**config.mk**
```make
export PLATFORM = sky130hd
export DESIGN_NAME = ls_wb_reg
export DESIGN_NICKNAME = d
export VERILOG_FILES = /design/src/rtl/ls_wb_reg.sv
export SDC_FILE = /design/constraint.sdc
export NUM_CORES = 1
export LEC_CHECK = 0
export CAP_MARGIN = 20
export CORE_MARGIN = 2
export CORE_UTILIZATION = 45
export DETAILED_ROUTE_END_ITERATION = 7
export GPL_TIMING_DRIVEN = 0
export PLACE_DENSITY_LB_ADDON = 0.12
export SLEW_MARGIN = 20
export SYNTH_ARGS = -nofsm -noshare
export SYNTH_HDL_FRONTEND = slang
export SYNTH_SLANG_ARGS = --single-unit
```
**constraint.sdc**
```tcl
create_clock -name clk -period 2.25 [get_ports clk]
set_input_delay 0.5625 -clock clk [delete_from_list [all_inputs] [get_ports clk]]
set_output_delay 0.5625 -clock clk [all_outputs]
set_load 0.05 [all_outputs]
```
**src/rtl/ls_wb_reg.sv**
```systemverilog
`default_nettype none
// ============================================================================
// Module  : ls_wb_reg
// Brief   : LS->WB pipeline register: load alignment/extension, RF write port,
//           halt-monitor outputs and ebreak freeze.
// Revision: 1.0
// ============================================================================
module ls_wb_reg #(
    parameter int DATA_LEN = 32
) (
    input  logic                clk,
    input  logic                rst_n,
    input  logic                ls_valid,
    output logic                ls_ready,
    input  logic [DATA_LEN-1:0] ls_pc,
    input  logic [4:0]          ls_rd,
    input  logic                ls_rd_wen,
    input  logic                ls_is_load,
    input  logic [1:0]          ls_load_size,
    input  logic                ls_load_unsigned,
    input  logic [1:0]          ls_addr_low,
    input  logic [DATA_LEN-1:0] ls_load_rdata,
    input  logic [DATA_LEN-1:0] ls_alu_result,
    input  logic                ls_ebreak,
    output logic                LS_WB_reg_ls_valid,
    output logic                LS_WB_reg_ebreak,
    output logic [DATA_LEN-1:0] LS_WB_reg_pc,
    output logic                wb_wen,
    output logic [4:0]          wb_rd,
    output logic [DATA_LEN-1:0] wb_wdata,
    output logic                wb_misalign,
    output logic [63:0]         inst_retired
);

    localparam logic [0:0] c_ST_RUN  = 1'b0;
    localparam logic [0:0] c_ST_HALT = 1'b1;

    logic [0:0]          r_state;
    logic [0:0]          w_state_next;
    logic                w_accept;
    logic [4:0]          w_shamt;
    logic [DATA_LEN-1:0] w_shifted;
    logic                w_sign_b;
    logic                w_sign_h;
    logic [DATA_LEN-1:0] w_load_data;
    logic [DATA_LEN-1:0] w_wdata;
    logic                w_misalign;

    logic                r_valid;
    logic                r_ebreak;
    logic [DATA_LEN-1:0] r_pc;
    logic [4:0]          r_rd;
    logic                r_rd_wen;
    logic [DATA_LEN-1:0] r_wdata;
    logic                r_misalign;
    logic [63:0]         r_inst_retired;

    assign w_accept = ls_valid & ls_ready;

    // State register
    always_ff @(posedge clk or negedge rst_n) begin
        if (!rst_n) begin
            r_state <= c_ST_RUN;
        end else begin
            r_state <= w_state_next;
        end
    end

    // Next-state: only an accepted ebreak halts; only reset leaves HALT
    always_comb begin
        w_state_next = r_state;
        case (r_state)
            c_ST_RUN:  if (w_accept && ls_ebreak) w_state_next = c_ST_HALT;
            c_ST_HALT: w_state_next = c_ST_HALT;
            default:   w_state_next = c_ST_RUN;
        endcase
    end

    // Outputs: ready depends on state alone
    always_comb begin
        ls_ready = (r_state == c_ST_RUN);
    end

    assign w_shamt   = {ls_addr_low, 3'b000};
    assign w_shifted = ls_load_rdata >> w_shamt;
    assign w_sign_b  = ~ls_load_unsigned & w_shifted[7];
    assign w_sign_h  = ~ls_load_unsigned & w_shifted[15];

    always_comb begin
        w_load_data = w_shifted;
        case (ls_load_size)
            2'b00:   w_load_data = {{(DATA_LEN-8){w_sign_b}},  w_shifted[7:0]};
            2'b01:   w_load_data = {{(DATA_LEN-16){w_sign_h}}, w_shifted[15:0]};
            default: w_load_data = w_shifted;
        endcase
    end

    assign w_wdata    = ls_is_load ? w_load_data : ls_alu_result;
    assign w_misalign = ls_is_load &
                        (((ls_load_size == 2'b01) & ls_addr_low[0]) |
                         ((ls_load_size == 2'b10) & (ls_addr_low != 2'b00)) |
                          (ls_load_size == 2'b11));

    always_ff @(posedge clk or negedge rst_n) begin
        if (!rst_n) begin
            r_valid        <= 1'b0;
            r_ebreak       <= 1'b0;
            r_pc           <= '0;
            r_rd           <= '0;
            r_rd_wen       <= 1'b0;
            r_wdata        <= '0;
            r_misalign     <= 1'b0;
            r_inst_retired <= '0;
        end else begin
            r_valid <= w_accept;
            if (w_accept) begin
                r_ebreak       <= ls_ebreak;
                r_pc           <= ls_pc;
                r_rd           <= ls_rd;
                r_rd_wen       <= ls_rd_wen;
                r_wdata        <= w_wdata;
                r_misalign     <= w_misalign;
                // Counting at accept makes the count visible alongside valid
                r_inst_retired <= r_inst_retired + 64'd1;
            end
        end
    end

    assign LS_WB_reg_ls_valid = r_valid;
    assign LS_WB_reg_ebreak   = r_ebreak;
    assign LS_WB_reg_pc       = r_pc;
    assign wb_rd              = r_rd;
    assign wb_wdata           = r_wdata;
    assign wb_misalign        = r_misalign;
    assign wb_wen             = r_valid & r_rd_wen & (r_rd != 5'd0) & ~r_misalign;
    assign inst_retired       = r_inst_retired;

endmodule
`default_nettype wire

```
==> summary.md, run 1 <==
| Metric | Value |
|---|---|
| Syn_nets | `between 800 and 900` |
| Area Overhead vs Synth | `53.5%` |
| Largest net degree at the start of global routing | `76` |
| Max Slew Vio Count | `0` |
| Full die area | `15,800 sq um` |
| # H-tree levels | `4` |
| Library cells used by synthesis | `52` |
| Slowest cell on crit path | `or4_4` |
| Post-synthesis adder-cell area fraction | `0.00188` |
| Gr usage total | `0.245` |
| Final period util | `0.995` |
| Vias | `between 5,000 and 6,000` |
| CP max stage delay | `550 ps` |
| Worst slew pin tran | `about 640 ps` |
| Worst min path class | `input port to asynchronous set/reset pin` |
| Final Hold Viols | `0` |
| Detail Placement HPWL | `between 10,000 and 15,000 um` |
| Total CTS buffers | `17` |
| Post-DP Area | `between 9000 and 10,000 sq um` |
| Final instance area | `just over 10,000 sq um` |
| Placed insts | `1,121` |
| Antenna Nets Post-Route | `0` |
| Yosys warns | `0` |
| Die Y | `approximately 130 um` |
| Netlist Area Pre-Place | `6650 sq um` |
| Max-slew headroom | `0.576` |
| Cells along the critical path | `or4_4 -> nor2_4 -> nor3_2 -> buf_6` |
| Sequential share of the synthesized area | `0.519` |
| Comb power frac | `0.071` |
| Storage cell area | `3460 sq um` |
| Avg WL per Cell | `16.4 um` |
| # Max-Cap Violations | `0` |
| Post-Synth Simple-Gate Area | `0.256` |
| Drt first pass iters | `4` |
| Syn_area_per_cell | `9.65 sq um` |
| Synth Area in Compound Gates | `0.0659` |
| Hold_buf cts | `0` |
| PD cells | `565 nW/um^2` |
| Synth Register Bits | `138` |
| Mapped Cells | `between 600 and 700` |
| Routed wire length | `19,000 um` |
| Unrepaired setup endpoints after global routing | `true` |
| Core outline area | `around 14,000 sq um` |
| Filler instances | `around 1,100` |
| Vias in the first global route | `a little under 6,000` |
| Setup violators final | `0` |
| Clk sinks | `roughly 140` |
| Yosys top cell area share | `0.519` |
| Multi-input gate area | `between 3000 and 4000 sq um` |
| Pleak | `around 5.1 nW` |
| Clock latency on the worst-skew pair | `420 ps` |
| Ant diodes | `0` |
| Outcome | `completed` |
| Starting DRT DRC Count | `307` |
| Final min period | `between 2000 and 2500 ps` |
| Sw Share | `0.213` |
| Initial antenna violation count | `0` |
| Fin cells | `around 1,200` |
| Synth top cells by count | `195 x nand2_1, 138 x dfrtp_1, 36 x nor2_1, 33 x xor2_1` |
| IO buf count | `between 200 and 250` |
| Xor/xnor share of the synthesized area | `0.0830` |
| Reg power frac | `0.430` |
| First-pass GRT wire length | `30,600 um` |
| Ports | `250` |
| Clock Skew | `6.77 ps` |
| Asr flop ratio synth | `1.00` |
| Internal Pwr Total | `0.00454 W` |
| Worst Path Required | `1690 ps` |
| GRT overflow | `0` |
| DRC | `0` |
| Placer Congestion | `approximately 0.86` |
| Clock Pin Slew Worst Setup and Hold Paths | `approximately 60 ps` |
| P_sw | `around 0.0012 W` |
| Multiplexer share of the synthesized area | `0.0446` |
| Rows | `44` |
| Largest area contributor in the netlist | `dfrtp_1` |
| Startpoint Class | `flop` |
| Clock share of power | `0.499` |
| Worst setup EP type | `output port` |
| Synth area leaders | `dfrtp_1 52%, nand2_1 11%, xor2_1 4.3%` |
| WP data arrival | `around 1700 ps` |
| Peak VDD IR | `roughly 0.50 mV` |
| Die W | `126 um` |
| EDFF count, synth | `0` |
| Fmax | `around 450 MHz` |
| DR vias/cell | `approximately 5` |
| Clock Path Buffers | `2` |
| Setup CP Type | `flop to output port` |
| Combinational family with the most area after synthesis | `simple AND/OR/NAND/NOR gates` |
| Top-count cell post-synth | `nand2_1` |
| Root Buffer | `clkbuf_16` |
| Primary FF master, synth | `dfrtp_1` |
| Layout cells sized above 1 | `0.104` |
| Fin nets | `about 1,100` |
| Initial Util | `0.459` |
| CTS tree | `yes` |
| Max Fanout on Critical Path | `3` |
kinds of logic (layout without fill, tap and decap cells):
| family | count (synthesis) | in the layout |
|---|---|---|
| AOI/OAI and AO/OA | 74 | 74 |
| xor gates and xnor gates | 63 | 63 |
| adders and majority gates | 1 | 1 |
| buffers and inverters | 43 | 328 |
| DFF | 138 | 138 |
| muxes | 27 | 27 |
| and+or+nand+nor | 343 | 343 |
registers in the layout, indices dropped and copies added, names as in the netlist:
register / count
LS_WB_reg_pc: 32
inst_retired: 64
wb_misalign: 1
r_state: 1
r_rd_wen: 1
wb_rd: 5
wb_wdata: 32
LS_WB_reg_ls_valid: 1
LS_WB_reg_ebreak: 1
layout make-up:
type                            count  share of cell area
Sequential cell                   138               0.340
Multi-Input combinational cell    508               0.304
Timing Repair Buffer              255               0.254
Clock buffer                       21              0.0461
Tap cell                          184              0.0226
Buffer                             30              0.0154
Clock inverter                     11              0.0140
Inverter                           11             0.00429
metal layers:
layer | wire [um] | GRT usage | share of wire | vias to the layer above
li1 | - | - | - | 2880
met1 | 7850 | 0.304 | 0.41 | 2786
met2 | 9280 | 0.400 | 0.49 | 199
met3 | 1280 | 0.0745 | 0.067 | 40
met4 | 603 | 0.104 | 0.032 | 0
met5 | 0 | 0 | 0 | -
stage by stage:
step	worst slack (ps)	util	setup TNS, ps	hold WS [ps]	total power (W)
after floorplan	4.63	-	0	267	0.00264
after detailed placement	-845	0.649	-54970	451	0.00293
final	11.2	0.705	0	99.0	0.00577
after global placement	-5470	0.647	-737480	447	0.00293
after CTS	-28.4	0.693	-28.4	119	0.00582
after global routing	-29.4	0.705	-42.9	143	0.00599
worst max-delay path, delay by kind of cell (launching register included):
family                 cells  cell delay [ps]
buffers and inverters      1              150
flip-flops                 1              400
AND/OR/NAND/NOR            3              710
power groups by stage:
stage	Combinational (W)	Clock, W	Sequential (W)
after floorplan	0.000112	0	0.00253
after global placement	0.000396	0	0.00253
after detailed placement	0.000407	0	0.00253
after CTS	0.000409	0.00293	0.00248
after global routing	0.000446	0.00306	0.00248
final	0.000410	0.00288	0.00248
path summary, 6_finish.rpt:
check                                      from               end  slack (ps)  depth (start not counted)
worst max-delay path                   wb_rd[0]            wb_wen          10                          4
worst min-delay path                      rst_n  inst_retired[18]         100                          1
max in group asynchronous                 rst_n       wb_misalign        1430                          2
min in group clk                   wb_wdata[23]      wb_wdata[23]         460                          2
worst max register to register  inst_retired[4]  inst_retired[35]         110                          7
worst min register to register     wb_wdata[23]      wb_wdata[23]         460                          2
layout by cell type, fill, tap and decap left out, drive strengths merged, types with 11 or more instances in the layout:
cell,count
xor2,33
nor3,26
clkbuf,43
nand2,196
a211oi,15
clkdlybuf4s50,200
nand3,22
mux2i,24
xnor2,30
nor2b,12
o21ai,30
nand4,11
dlymetal6s2s,24
buf,18
a21oi,15
dlygate4sd2,21
dfrtp,138
inv,12
nor2,37
what timing repair did:
item	4_1_cts	5_1_grt
hold endpoints to repair	0	0
setup buffers	1	6
gates resized for setup	37	42
endpoints found under the setup margin	85	75
pin swaps	2	4
No activity file was read; power rests on OpenSTA's default activity.
==> inputs of run 2 (changes only) <==
- ABC_CLOCK_PERIOD_IN_PS: unset -> 2250
==> results of run 2 <==
No change in the layout: final DEF, timing and power equal those of run 1.
==> inputs of run 3 (changes only) <==
- CORE_UTILIZATION: 45 -> 35
- HOLD_SLACK_MARGIN: unset -> 0.03
==> summary.md, run 3 (synthesis results as in run 1) <==
| Metric | Value |
|---|---|
| Outcome | `completed` |
| Total CTS buffers | `17 (unchanged)` |
| Antenna Nets Post-Route | `0 (unchanged)` |
| Ant diodes | `0 (unchanged)` |
| Fmax | `449 MHz (+0.53%)` |
| DRC | `0 (unchanged)` |
| Cells along the critical path | `or4_1 -> nor2_2 -> nor3_2 -> buf_6` |
| Final design utilization | `0.551 (-0.154)` |
| Core outline area | `18,600 sq um (+29%)` |
| CP Capture Point | `wb_wen` |
| DR vias/cell | `4.86 (-4.7%)` |
| Initial Util | `0.357 (-0.103)` |
| Clock Skew | `9.94 ps (+3.18 ps)` |
| Area Overhead vs Synth | `54.4%` |
| Ports | `250 (unchanged)` |
| Detail Placement HPWL | `15,000 um (+5.7%)` |
| Most frequent cells in the layout | `195 x nand2_1, 195 x clkdlybuf4s50_1, 129 x dfrtp_1` |
| Final period util | `0.990 (-0.00526)` |
| Routed wire length | `20,300 um (+6.8%)` |
| Rows | `50 (+14%)` |
| Avg WL per Cell | `16.8 um (+2.5%)` |
| Worst setup EP type | `output port` |
| Gr usage total | `0.203 (-0.0421)` |
| Max Fanout on Critical Path | `3 (unchanged)` |
| Full die area | `20,100 sq um (+28%)` |
| Vias | `5,861 (-0.75%)` |
| Die W | `142 um (+13%)` |
| CTS tree | `yes` |
| Max-slew headroom | `0.572 (-0.00373)` |
| Max reg flops | `64 (unchanged)` |
| # H-tree levels | `4 (unchanged)` |
| CP max stage delay | `540 ps (about the same)` |
| Unrepaired setup endpoints after global routing | `true` |
| CP delay by family, top | `simple AND/OR/NAND/NOR gates` |
| Slowest cell on crit path | `or4_1` |
| Fin nets | `1,072 (-0.19%)` |
| GRT overflow | `0 (unchanged)` |
| Die Y | `142 um (+13%)` |
| Pleak | `5.24 nW (+2.5%)` |
| Worst path bufs/invs | `1 (unchanged)` |
| Final min period | `2230 ps (-11.8 ps)` |
| Clk sinks | `138 (unchanged)` |
| Setup violators final | `0 (unchanged)` |
| Cell count along the critical path | `4 (unchanged)` |
| Starting DRT DRC Count | `252 (-18%)` |
| Worst Path Required | `1690 ps (about the same)` |
| Drt first pass iters | `4 (unchanged)` |
| Layout cells sized above 1 | `0.0977 (-0.00596)` |
| Largest net degree at the start of global routing | `72 (-5.3%)` |
| Placer Congestion | `0.779 (-9.2%)` |
| Worst min path class | `input port to asynchronous set/reset pin` |
| Reg-to-reg critical path endpoint | `inst_retired[53]` |
| Peak VDD IR | `0.503 mV (+1.2%)` |
| Max Slew Vio Count | `0 (unchanged)` |
| Vias in the first global route | `5,901 (-0.71%)` |
| Clock latency on the worst-skew pair | `410 ps (about the same)` |
| Setup CP Type | `flop to output port` |
| First-pass GRT wire length | `31,900 um (+4.1%)` |
| Total power | `0.00593 W (+2.7%)` |
| Initial antenna violation count | `1 (+1)` |
| Placed insts | `1,171 (+4.5%)` |
| Crit Reg-Reg Startpoint | `inst_retired[4]` |
| Hold slack final | `94.4 ps (-4.69 ps)` |
| Critical Path Start | `wb_rd[0]` |
| # Max-Cap Violations | `0 (unchanged)` |
| IO buf count | `247 (unchanged)` |
| Hold_buf cts | `0 (unchanged)` |
| Final Hold Viols | `0 (unchanged)` |
| Setup slack, reg-to-reg | `120 ps (about the same)` |
| Clock Path Buffers | `2 (unchanged)` |
| Startpoint Class | `flop` |
| Worst slew pin tran | `639 ps (+2.89 ps)` |
| Fin cells | `1,206 (+4.1%)` |
| Cells on worst reg2reg path | `7 (unchanged)` |
| WP data arrival | `1660 ps (-20 ps)` |
| PD cells | `577 nW/um^2 (+2.1%)` |
| Clock Pin Slew Worst Setup and Hold Paths | `60 ps (about the same)` |
| Root Buffer | `clkbuf_16` |
## run 3: worst min-delay path by stage
| stage | start | endpoint | depth (start not counted) |
|---|---|---|---|
| finish | rst_n | inst_retired[24] | 1 |
| global route | rst_n | inst_retired[24] | 1 |
| CTS | rst_n | inst_retired[24] | 1 |
| detailed placement | r_state | r_state | 2 |
| global placement | r_state | r_state | 2 |
| floorplan | rst_n | LS_WB_reg_ebreak | 0 |
## run 3: worst reg2reg max path, delay by kind of cell, from the launching register on
family                    cells  cell delay (ps)
buffers and inverters         2              330
DFF                           1              420
xor gates and xnor gates      1              190
and+or+nand+nor               4             1120
## run 3: report_power, final
group	total, W	internal, W	switching (W)
Combinational	0.000411	0.000231	0.000181
Sequential	0.00248	0.00248	0
Clock	0.00303	0.00193	0.00111
## run 3: area by class of cell
class,instances,area (sq um)
Fill cell,1722,8380
Clock buffer,19,453
Clock inverter,13,189
Multi-Input combinational cell,508,3080
Buffer,30,158
Timing Repair Buffer,253,2590
Tap cell,234,293
Inverter,11,43.8
Sequential cell,138,3460
## run 3: routing by layer
metal	share of wire	up-vias	track usage	wire (um)
li1	-	2870	-	-
met1	0.44	2782	0.263	8930
met2	0.47	195	0.325	9620
met3	0.076	14	0.0746	1530
met4	0.011	0	0.0526	222
met5	0	-	0	0
## run 3: stage by stage
| stage | setup TNS, ps | worst slack [ps] | instance area (sq um) |
|---|---|---|---|
| 3_5_place_dp | -62390 | -855 | 9460 |
| 6_report | 0 | 23.0 | 10300 |
| 3_3_place_gp | -785070 | -5760 | 9430 |
| 5_1_grt | -45.9 | -40.3 | 10300 |
| 2_1_floorplan | 0 | 4.63 | 6670 |
| 4_1_cts | -7.89 | -7.89 | 10200 |
## run 3: repair_timing
action                     4_1_cts  5_1_grt
setup endpoints to repair       91       68
pin swaps                        2        2
cloned                           0        0
buffers inserted                 4        1
resized for setup               40       36
